`src/rtl/rop_req_arbiter.sv`:
```
// Round-robin arbiter and credit controller feeding the shared ROP pipeline.
// Grants one port per cycle into a one-entry output register and tracks in-flight requests.
module rop_req_arbiter #(
    parameter int unsigned NUM_REQS    = 4,
    parameter int unsigned MAX_PENDING = 8,
    parameter int unsigned DATAW       = 89,
    parameter int unsigned TAGW        = (NUM_REQS > 1) ? $clog2(NUM_REQS) : 1,
    parameter int unsigned CNTW        = $clog2(MAX_PENDING + 1)
) (
    input  logic                      clk_i,
    input  logic                      reset_i,
    input  logic [NUM_REQS-1:0]       req_valid_i,
    input  logic [NUM_REQS*DATAW-1:0] req_data_i,
    output logic [NUM_REQS-1:0]       req_ready_o,
    output logic                      out_valid_o,
    output logic [DATAW-1:0]          out_data_o,
    output logic [TAGW-1:0]           out_tag_o,
    input  logic                      out_ready_i,
    input  logic                      done_i,
    output logic [CNTW-1:0]           pending_o,
    output logic                      idle_o
);

    logic [TAGW-1:0]     rr_ptr_q, rr_ptr_d;
    logic                out_valid_q, out_valid_d;
    logic [DATAW-1:0]    out_data_q, out_data_d;
    logic [TAGW-1:0]     out_tag_q, out_tag_d;
    logic [CNTW-1:0]     pending_q, pending_d;
    logic                idle_q, idle_d;

    logic                accept_ok;
    logic                accept;
    logic                grant_found;
    logic [TAGW-1:0]     grant_idx;
    logic [NUM_REQS-1:0] grant_oh;
    logic [DATAW-1:0]    grant_data;
    int unsigned         idx;

    // No credit bypass from done: only the registered count gates acceptance.
    assign accept_ok = !reset_i && (pending_q < CNTW'(MAX_PENDING)) &&
                       (!out_valid_q || out_ready_i);

    always_comb begin
        grant_found = 1'b0;
        grant_idx   = '0;
        grant_oh    = '0;
        grant_data  = '0;
        idx         = 0;
        for (int unsigned i = 0; i < NUM_REQS; i++) begin
            idx = (32'(rr_ptr_q) + i) % NUM_REQS;
            if (!grant_found && req_valid_i[idx]) begin
                grant_found   = 1'b1;
                grant_idx     = idx[TAGW-1:0];
                grant_oh[idx] = 1'b1;
                grant_data    = req_data_i[idx*DATAW +: DATAW];
            end
        end
    end

    assign accept      = accept_ok && grant_found;
    assign req_ready_o = accept ? grant_oh : '0;

    always_comb begin
        rr_ptr_d    = rr_ptr_q;
        out_valid_d = out_valid_q;
        out_data_d  = out_data_q;
        out_tag_d   = out_tag_q;
        pending_d   = pending_q;

        if (accept) begin
            out_valid_d = 1'b1;
            out_data_d  = grant_data;
            out_tag_d   = grant_idx;
            rr_ptr_d    = (grant_idx == TAGW'(NUM_REQS - 1)) ? '0 : grant_idx + 1'b1;
        end else if (out_valid_q && out_ready_i) begin
            out_valid_d = 1'b0;
        end

        unique case ({accept, done_i})
            2'b10:   pending_d = pending_q + CNTW'(1);
            2'b01:   pending_d = (pending_q != '0) ? pending_q - CNTW'(1) : '0;
            default: pending_d = pending_q;
        endcase

        idle_d = (pending_d == '0);
    end

    always_ff @(posedge clk_i) begin
        if (reset_i) begin
            rr_ptr_q    <= '0;
            out_valid_q <= 1'b0;
            out_data_q  <= '0;
            out_tag_q   <= '0;
            pending_q   <= '0;
            idle_q      <= 1'b1;
        end else begin
            rr_ptr_q    <= rr_ptr_d;
            out_valid_q <= out_valid_d;
            out_data_q  <= out_data_d;
            out_tag_q   <= out_tag_d;
            pending_q   <= pending_d;
            idle_q      <= idle_d;
        end
    end

    assign out_valid_o = out_valid_q;
    assign out_data_o  = out_data_q;
    assign out_tag_o   = out_tag_q;
    assign pending_o   = pending_q;
    assign idle_o      = idle_q;

endmodule
```
`config.mk`:
```
export PLATFORM = sky130hd
export DESIGN_NAME = rop_req_arbiter
export DESIGN_NICKNAME = d
export VERILOG_FILES = /design/src/rtl/rop_req_arbiter.sv
export SDC_FILE = /design/constraint.sdc
export NUM_CORES = 1
export LEC_CHECK = 0
export ABC_AREA = 1
export CAP_MARGIN = 20
export CORE_AREA = 2 2 180 182
export CTS_BUF_LIST = sky130_fd_sc_hd__clkbuf_16
export DETAILED_ROUTE_END_ITERATION = 10
export DIE_AREA = 0 0 182 184
export PLACE_DENSITY = 0.77
export RECOVER_POWER = 100
export SYNTH_ARGS = -nofsm -noshare
export SYNTH_HDL_FRONTEND = slang
export SYNTH_SLANG_ARGS = --single-unit
```
`constraint.sdc`:
```
create_clock -name clk_i -period 10.8 [get_ports clk_i]
set_clock_uncertainty 0.2 [all_clocks]
set_input_delay 1.62 -clock clk_i [delete_from_list [all_inputs] [get_ports clk_i]]
set_output_delay 1.62 -clock clk_i [all_outputs]
set_load 0.05 [all_outputs]
```
After elaboration in Yosys (flattened, before gate mapping) --
Index checks and enable logic that the tools add are counted.
Operators by class: $add $sub $neg 6, multiply operators 4, magnitude comparators 9, equality and inequality tests 3, shifts and indexed selects 4, mux-type cells 38, bitwise logic cells 3, reduce and logical (&&, ||, !) cells 20
Operators by type and width (count):
- $shiftx A356 B10 Y89 | 4
- $mux W89 | 4
- $mul A2 B7 Y9 const B | 4
- $mux W4 | 6
- $mux W1 | 14
- $lt A2 B3 Y1 const B | 4
- $or A4 B4 Y4 | 3
- $logic_and A1 B1 Y1 | 11
- $mux W2 | 5
- $bmux W1 S2 | 4
- $demux W1 S2 | 4
- $ge A2 B1 Y1 const B | 4
- $pmux W4 S2 | 1
- $logic_not A1 Y1 | 5
- $add A2 B1 Y2 const B | 2
- $add A2 B2 Y2 const B | 2
- $add A4 B1 Y4 const B | 1
- $eq A2 B2 Y1 const B | 2
- $logic_not A4 Y1 | 1
- $lt A4 B4 Y1 const B | 1
- $reduce_bool A4 Y1 | 1
- $sub A4 B1 Y4 const B | 1
- $eq A2 B1 Y1 const B | 1
- $reduce_bool A2 Y1 | 1
- $logic_or A1 B1 Y1 | 1
Word-level totals: register bits 99, input port bits 364, output and inout bits 101, logic and storage cells 93

Longest topological paths before layout --
Gate-level depths: netlist of the first run.
depth after elaboration 16, gate-level depth with buffers 23, gate-level depth less buffers 17

Least setup slack after synthesis of the first run --
OpenSTA, ideal clock, no wires.
path type input to output, from input reset_i, to output req_ready_o[0], arrival 2910 ps, data required time 8980 ps, setup slack 6070 ps, stages on the path 8, path buffers 3, path through clkbuf_1 > nor3_1 > nand2_2 > inv_4 > buf_6 > buf_2 > nand2_1 > inv_1
Between the ends: word-level cells in the longest chain between the ends 5
Ends and longest elaborated chain:
- start, declared | RTL line 11 | input logic reset_i,
- $logic_not A1 Y1 | RTL line 40 | assign accept_ok = !reset_i && (pending_q < CNTW'(MAX_PENDING)) &&
- $logic_and A1 B1 Y1 (2 in a row) | RTL line 40
- $logic_and A1 B1 Y1 | RTL line 60 | assign accept = accept_ok && grant_found;
- net accept | RTL line 32 | logic accept;
- $mux W4 | RTL line 61 | assign req_ready_o = accept ? grant_oh : '0;
- end, declared | RTL line 14 | output logic [NUM_REQS-1:0] req_ready_o,
The timed path passes the listed nets, and every way through them passes these cells.

==> results_dict.tcl, run 1 <==
set metrics [dict create \
    ir_worst_vdd_mv 0.2030 \
    synth.most_common_cell "nand2_1" \
    yosysWarnings 0 \
    critPathRequiredTime_ps 10900 \
    remaining_drc_errors 0 \
    synthesis.area_um2 13830 \
    pwr-share-comb 0.763 \
    start_util 0.4404 \
    grt_start_max_net_pins 322 \
    htree_levels 3 \
    cts_tree "yes" \
    final_max_slew_viol_count 156 \
    hold_class "reg -> reg" \
    r2r_cells 12 \
    violations "max-capacitance violations, max-slew violations" \
    grt_use_met3 0.04913 \
    multi_input_area_um2 10010 \
    fmax_mhz 116.9 \
    yosys-top-cells-area "o21ai_0 22%, nand2_1 17%, dfxtp_1 14%" \
    grt_pass1_wl_um 86880 \
    cts_resized 0 \
    maxCapViolations 2 \
    finalHoldViolCount 0 \
    crit_end "out_data_o[51]$_SDFFE_PP0P_" \
    synth_edf_count 0 \
    path_max_fanout 183 \
    portBuffers 464 \
    ys_ff_latch 99 \
    gp_congestion 0.8843 \
    critPathArrivalTime_ps 8650 \
    p_int_mw 1.909 \
    worst_pin_slew_ps 4224 \
    fillers 3090 \
    pwr-share-seq 0.148 \
    nNetsFinal 3294 \
    worstSetupEndpointType "flip-flop" \
    vias_per_cell 5.599 \
    regArea_um2 1989 \
    postLayoutCellArea_um2 18490 \
    yosys-top-cells-count "631 x nand2_1, 616 x o21ai_0, 408 x nor2_1" \
    yosysUniqueCellTypes 33 \
    period_minus_slack_ps 8553 \
    ys_seq_area_frac 0.1433 \
    clk_path_buf_depth 2 \
    clock-root-buffer "clkbuf_16" \
    numCtsBuffers 9 \
    met2_usage 0.5324 \
    die_height_um 184 \
    top_usage_layer "met2" \
    synthArstFlopShare 0 \
    drtAntennaViolNets 0 \
    path_cells "inv_8, buf_4, nand2_1, nand3_1, nand2_4, buf_4, nor3_4, buf_4, clkinv_2, clkbuf_1, o21ai_0, a31oi_1" \
    leakage_nw 8.436 \
    path_common_cell "buf_4" \
    drtIter0Drc 1577 \
    clk_latency_ps 370 \
    postCtsHoldBufs 0 \
    clkSlewWorstSetupHoldPaths_ps 80 \
    num_rows 65 \
    critical-path-top-delay-family "buffers and inverters" \
    synth_cells 2653 \
    drt_first_pass_iters 6 \
    final_layout_size_suffix_gt1_frac 0.01642 \
    critical-path-slowest-cell "clkbuf_1" \
    cp_num_cells 12 \
    core_area_um2 31390 \
    syn_area_per_cell_um2 5.211 \
    max-slew-margin-rel -1.816 \
    antenna_found_initial 6 \
    syn_nets 3028 \
    hpwl_um 38530 \
    grt-ovfl-total 0 \
    r2r_end "out_data_o[51]$_SDFFE_PP0P_" \
    outcome "finished, violations left" \
    clock_power_share 0.089 \
    r2r_setup_slack_ps 2250 \
    wl_per_cell_um 16.72 \
    switchingPower_mw 2.734 \
    crit_type "reg -> reg" \
    io_pins 465 \
    clock-sinks 99 \
    synth_flop_cell "dfxtp_1" \
    crit_path_start_kind "flip-flop" \
    grt_pass1_vias 16930 \
    design.die.area_um2 33490 \
    wirelength_um 55660 \
    synth_top_area_frac 0.2230 \
    yosys.area.top_type "o21ai_0" \
    finalSetupViolations 0 \
    finalCritPeriodShare 0.7919 \
    vias 18650 \
    dpl_cell_area_um2 18140 \
    p_per_area_nw_per_um2 251.1 \
    met1_usage 0.3958 \
    track_usage 0.3190 \
    post_cts_buffers 0 \
    chipWidth_um 182 \
    setup_tns_ps 0 \
    max_stage_delay_ps 2960 \
    rsz0062_at_grt "false" \
    cp.buffers_inverters 6 \
    swShare 0.5888 \
    area_growth_pct 33.76 \
]
[registers in the layout (all words and copies together) (netlist names), named ones only]
name and flops:
idle_o 1, rr_ptr_q 1, pending_o 4, out_data_o 89, out_tag_o 2, out_valid_o 1
[final cells by class]
class,instances,area share
Clock buffer,9,0.01218
Tap cell,402,0.02720
Timing Repair Buffer,480,0.2594
Multi-Input combinational cell,2116,0.5414
Sequential cell,99,0.1076
Inverter,213,0.04452
Clock inverter,7,0.007171
Antenna cell,4,0.0005412
[logic make-up (layout without fill, tap and decap cells)]
kind of cell | Yosys count | count (layout) | share of synthesized area
multiplexers | 89 | 89 | 0.06443
flip-flops | 99 | 99 | 0.1433
adder cells (fa/ha/maj) | 11 | 11 | 0.009955
other | 0 | 4 | 0
AO/OA/AOI/OAI | 850 | 850 | 0.3142
buffers and inverters | 438 | 709 | 0.1310
AND/OR/NAND/NOR | 1166 | 1166 | 0.3371
[power by group through the flow]
stage	registers, mW	clock network [mW]	logic (mW)
3_5_place_dp	0.694	0	3.56
2_1_floorplan	1.10	0	2.19
4_1_cts	0.690	0.416	3.57
3_3_place_gp	0.694	0	3.46
6_report	0.687	0.414	3.54
5_1_grt	0.706	0.432	3.92
[through the flow]
step | utilization | cells | worst slack (ps) | hold WS, ps | power, mW
3_5_place_dp | 0.5778 | 3309 | 3480 | 258.6 | 4.251
2_1_floorplan | - | 2653 | 6070 | 484.8 | 3.292
3_3_place_gp | 0.5772 | 3308 | 3625 | 250.2 | 4.154
5_1_grt | 0.5891 | 3330 | 1642 | 290.6 | 5.055
4_1_cts | 0.5892 | 3325 | 3096 | 270.2 | 4.675
6_report | 0.5891 | 3330 | 2247 | 263.3 | 4.644
[worst reg2reg max path, stage by stage (launching register included)]
cell      delay, ps
dfxtp_4        1050
inv_8           540
buf_4           850
nand2_1         170
nand3_1         130
nand2_4         120
buf_4           880
nor3_4           60
buf_4           320
clkinv_2        230
clkbuf_1       2960
o21ai_0         690
a31oi_1         280
[cells in the final DEF, fill, tap and decap left out, types with 4 or more instances in the layout]
master             n
o21ai_0          663
nand2_1          633
nor2_1           409
clkdlybuf4s50_1  362
inv_1            208
dlygate4sd3_1    101
dfxtp_1           97
mux2i_1           89
o21ai_1           80
nand3_1           72
a31oi_1           55
a21oi_1           43
nand4_1           41
buf_4             11
ha_1              10
clkbuf_16          9
diode_2            4
nand2_2            4
bufinv_16          4
[metal layers]
layer	up-vias	part of all wire
met3	149	0.086
met1	8304	0.41
met5	-	0.00041
met2	913	0.45
met4	4	0.052
li1	9276	-
[how the worst min path moves through the flow]
stage,start,end,cells past startpoint
final,out_tag_o[0]$_SDFFE_PP0P_,out_tag_o[0]$_SDFFE_PP0P_,2
after global placement,out_data_o[23]$_SDFFE_PP0P_,out_data_o[23]$_SDFFE_PP0P_,2
after detailed placement,out_tag_o[0]$_SDFFE_PP0P_,out_tag_o[0]$_SDFFE_PP0P_,2
after floorplan,out_data_o[10]$_SDFFE_PP0P_,out_data_o[10]$_SDFFE_PP0P_,2
after global routing,out_data_o[27]$_SDFFE_PP0P_,out_data_o[27]$_SDFFE_PP0P_,2
after CTS,out_tag_o[0]$_SDFFE_PP0P_,out_tag_o[0]$_SDFFE_PP0P_,2
Note: power is estimated with default switching activity, not from simulation.
==> inputs of run 2 (changes only) <==
--- a/config.mk
+++ b/config.mk
@@ -7,11 +7,11 @@
 export LEC_CHECK = 0
 export ABC_AREA = 1
 export CAP_MARGIN = 20
-export CORE_AREA = 2 2 180 182
+export CORE_AREA = 2 2 178 180
 export CTS_BUF_LIST = sky130_fd_sc_hd__clkbuf_16
 export DETAILED_ROUTE_END_ITERATION = 10
-export DIE_AREA = 0 0 182 184
-export PLACE_DENSITY = 0.77
+export DIE_AREA = 0 0 180 182
+export PLACE_DENSITY = 0.79
 export RECOVER_POWER = 100
 export SYNTH_ARGS = -nofsm -noshare
 export SYNTH_HDL_FRONTEND = slang
==> constraint.sdc (replaced) <==
create_clock -name clk_i -period 8.3 [get_ports clk_i]
set_clock_uncertainty 0.2 [all_clocks]
set_input_delay 1.245 -clock clk_i [delete_from_list [all_inputs] [get_ports clk_i]]
set_output_delay 1.245 -clock clk_i [all_outputs]
set_load 0.05 [all_outputs]
==> results_dict.tcl, run 2 (synthesized netlist as in run 1, its figures left out) <==
set metrics [dict create \
    worstSetupEndpointType "output port" \
    numCtsBuffers 9 \
    fillers 3004 \
    wirelength_um 56170 \
    ir_worst_vdd_mv 0.2854 \
    rsz0062_at_grt "false" \
    dpl_cell_area_um2 18160 \
    switchingPower_mw 3.587 \
    postCtsHoldBufs 0 \
    maxCapViolations 2 \
    die_height_um 182 \
    path_cells "inv_8, ha_1, buf_4, nand3_1, nand2_1, nor2_1, nand3_1, nand2_1, inv_4, nand2_1, inv_1, dlygate4sd3_1" \
    worst_pin_slew_ps 2031 \
    critPathArrivalTime_ps 5650 \
    leakage_nw 8.470 \
    period_minus_slack_ps 7100 \
    io_pins 465 \
    drt_first_pass_iters 6 \
    area_growth_pct 34.09 \
    cts_tree "yes" \
    clock-root-buffer "clkbuf_16" \
    design.die.area_um2 32760 \
    hold_class "reg -> reg" \
    postLayoutCellArea_um2 18540 \
    largest_reg_flops 89 \
    clock-sinks 99 \
    met2_wirelength_um 25910 \
    critical-path-slowest-cell "dfxtp_4" \
    pwr-share-comb 0.775 \
    chipWidth_um 180 \
    path_max_fanout 201 \
    maxUsedRoutingLayer "met5" \
    critical-path-top-delay-family "buffers and inverters" \
    grt_start_max_net_pins 202 \
    clk_latency_ps 370 \
    final_max_slew_viol_count 145 \
    drtIter0Drc 1958 \
    cts_resized 0 \
    cp.buffers_inverters 5 \
    crit_type "reg -> out" \
    finalSetupViolations 0 \
    start_util 0.4462 \
    gp_congestion 0.8775 \
    setup_tns_ps 0 \
    path_common_cell "nand2_1" \
    wl_per_cell_um 16.81 \
    finalHoldViolCount 0 \
    clock_power_share 0.081 \
    max_stage_delay_ps 900 \
    clkSlewWorstSetupHoldPaths_ps 80 \
    drtAntennaViolNets 0 \
    outcome "finished, violations left" \
    grt_pass1_vias 17360 \
    nNetsFinal 3301 \
    layout_commonest_cell "nand2_1" \
    vias_per_cell 5.662 \
    final_cell_mix "634 x nand2_1, 616 x o21ai_0, 409 x nor2_1" \
    pwr-share-seq 0.144 \
    portBuffers 464 \
    num_rows 65 \
    post_cts_buffers 0 \
    p_per_area_nw_per_um2 324.7 \
    fmax_mhz 140.8 \
    antenna_found_initial 9 \
    pre_cts_ws_ps 2015 \
    violations "max-capacitance violations, max-slew violations" \
    critPathRequiredTime_ps 6860 \
    max-slew-margin-rel -0.3538 \
    core_area_um2 30990 \
    final_layout_size_suffix_gt1_frac 0.01911 \
    met3_length_um 5096 \
    worst_slack_ps 1200 \
    p_int_mw 2.432 \
    track_usage 0.3279 \
    htree_levels 3 \
    finalCritPeriodShare 0.8554 \
    crit_path_start_kind "flip-flop" \
    swShare 0.5959 \
    remaining_drc_errors 0 \
    vias 18920 \
    grt-ovfl-total 0 \
    clk_path_buf_depth 2 \
    hpwl_um 38490 \
    wl_met1_um 22380 \
    grt_pass1_wl_um 88600 \
]
## run 2: cell count changes in the layout (fill, tap and decap cells not counted), moves of 2 or more
cell / change
o21ai_0: -47
bufinv_16: -2
o21ai_1: +47
clkbuf_1: -2
diode_2: +4
buf_16: +2
buf_4: +6
## run 2: area by class of cell
cell class	count	area (um2)	share of cell area
inverters	213	823.3	0.04441
diodes	8	20.02	0.001080
multi-input cells	2116	9998	0.5393
flip-flops and latches	99	1989	0.1073
clock buffers	9	225.2	0.01215
clock inverters	7	85.08	0.004589
repair buffers	487	4895	0.2640
well taps	402	503.0	0.02713
## run 2: per-stage QoR
step / power (mW) / std cells / hold slack [ps] / util
final: 6.019 / 3341 / 262.1 / 0.5983
after global routing: 6.541 / 3339 / 280.4 / 0.5981
after CTS: 6.032 / 3329 / 265.4 / 0.5960
after detailed placement: 5.530 / 3313 / 254.7 / 0.5859
after global placement: 5.390 / 3312 / 254.2 / 0.5853
after floorplan: 4.284 / 2653 / 484.8 / -
## run 2: power groups by stage
stage,Combinational [mW],Clock [mW],Sequential (mW)
after floorplan,2.85,0,1.43
after global placement,4.52,0,0.873
after detailed placement,4.66,0,0.872
after CTS,4.67,0.491,0.866
after global routing,5.15,0.507,0.888
final,4.66,0.490,0.865
## run 2: path summary, 6_finish.rpt
path,slack [ps],cells past startpoint,start,to
hold / removal,260,2,out_data_o[54]$_SDFFE_PP0P_,out_data_o[54]$_SDFFE_PP0P_
setup / recovery,1200,12,flip-flop,req_ready_o[2]
hold reg to reg,260,2,out_data_o[54]$_SDFFE_PP0P_,out_data_o[54]$_SDFFE_PP0P_
setup reg to reg,1600,14,flip-flop,rr_ptr_q[1]$_SDFFE_PP0P_
## run 2: worst reg2reg max path, cell delays in order, from the launching register on
cell and delay (ps):
dfxtp_4 900, inv_8 570, ha_1 720, buf_4 740, nand3_1 240, nand2_1 200, nor2_1 110, nand3_1 120
nand2_1 100, inv_4 500, clkbuf_2 1520, nand3_1 410, nor2_1 180, nor2_1 60, nor2_1 70
## run 2: routing by layer
metal  GRT usage  vias up
met3     0.04452      157
met5           0        -
met4      0.1746        2
met2      0.5479     1010
li1            -     9288
met1      0.4099     8460
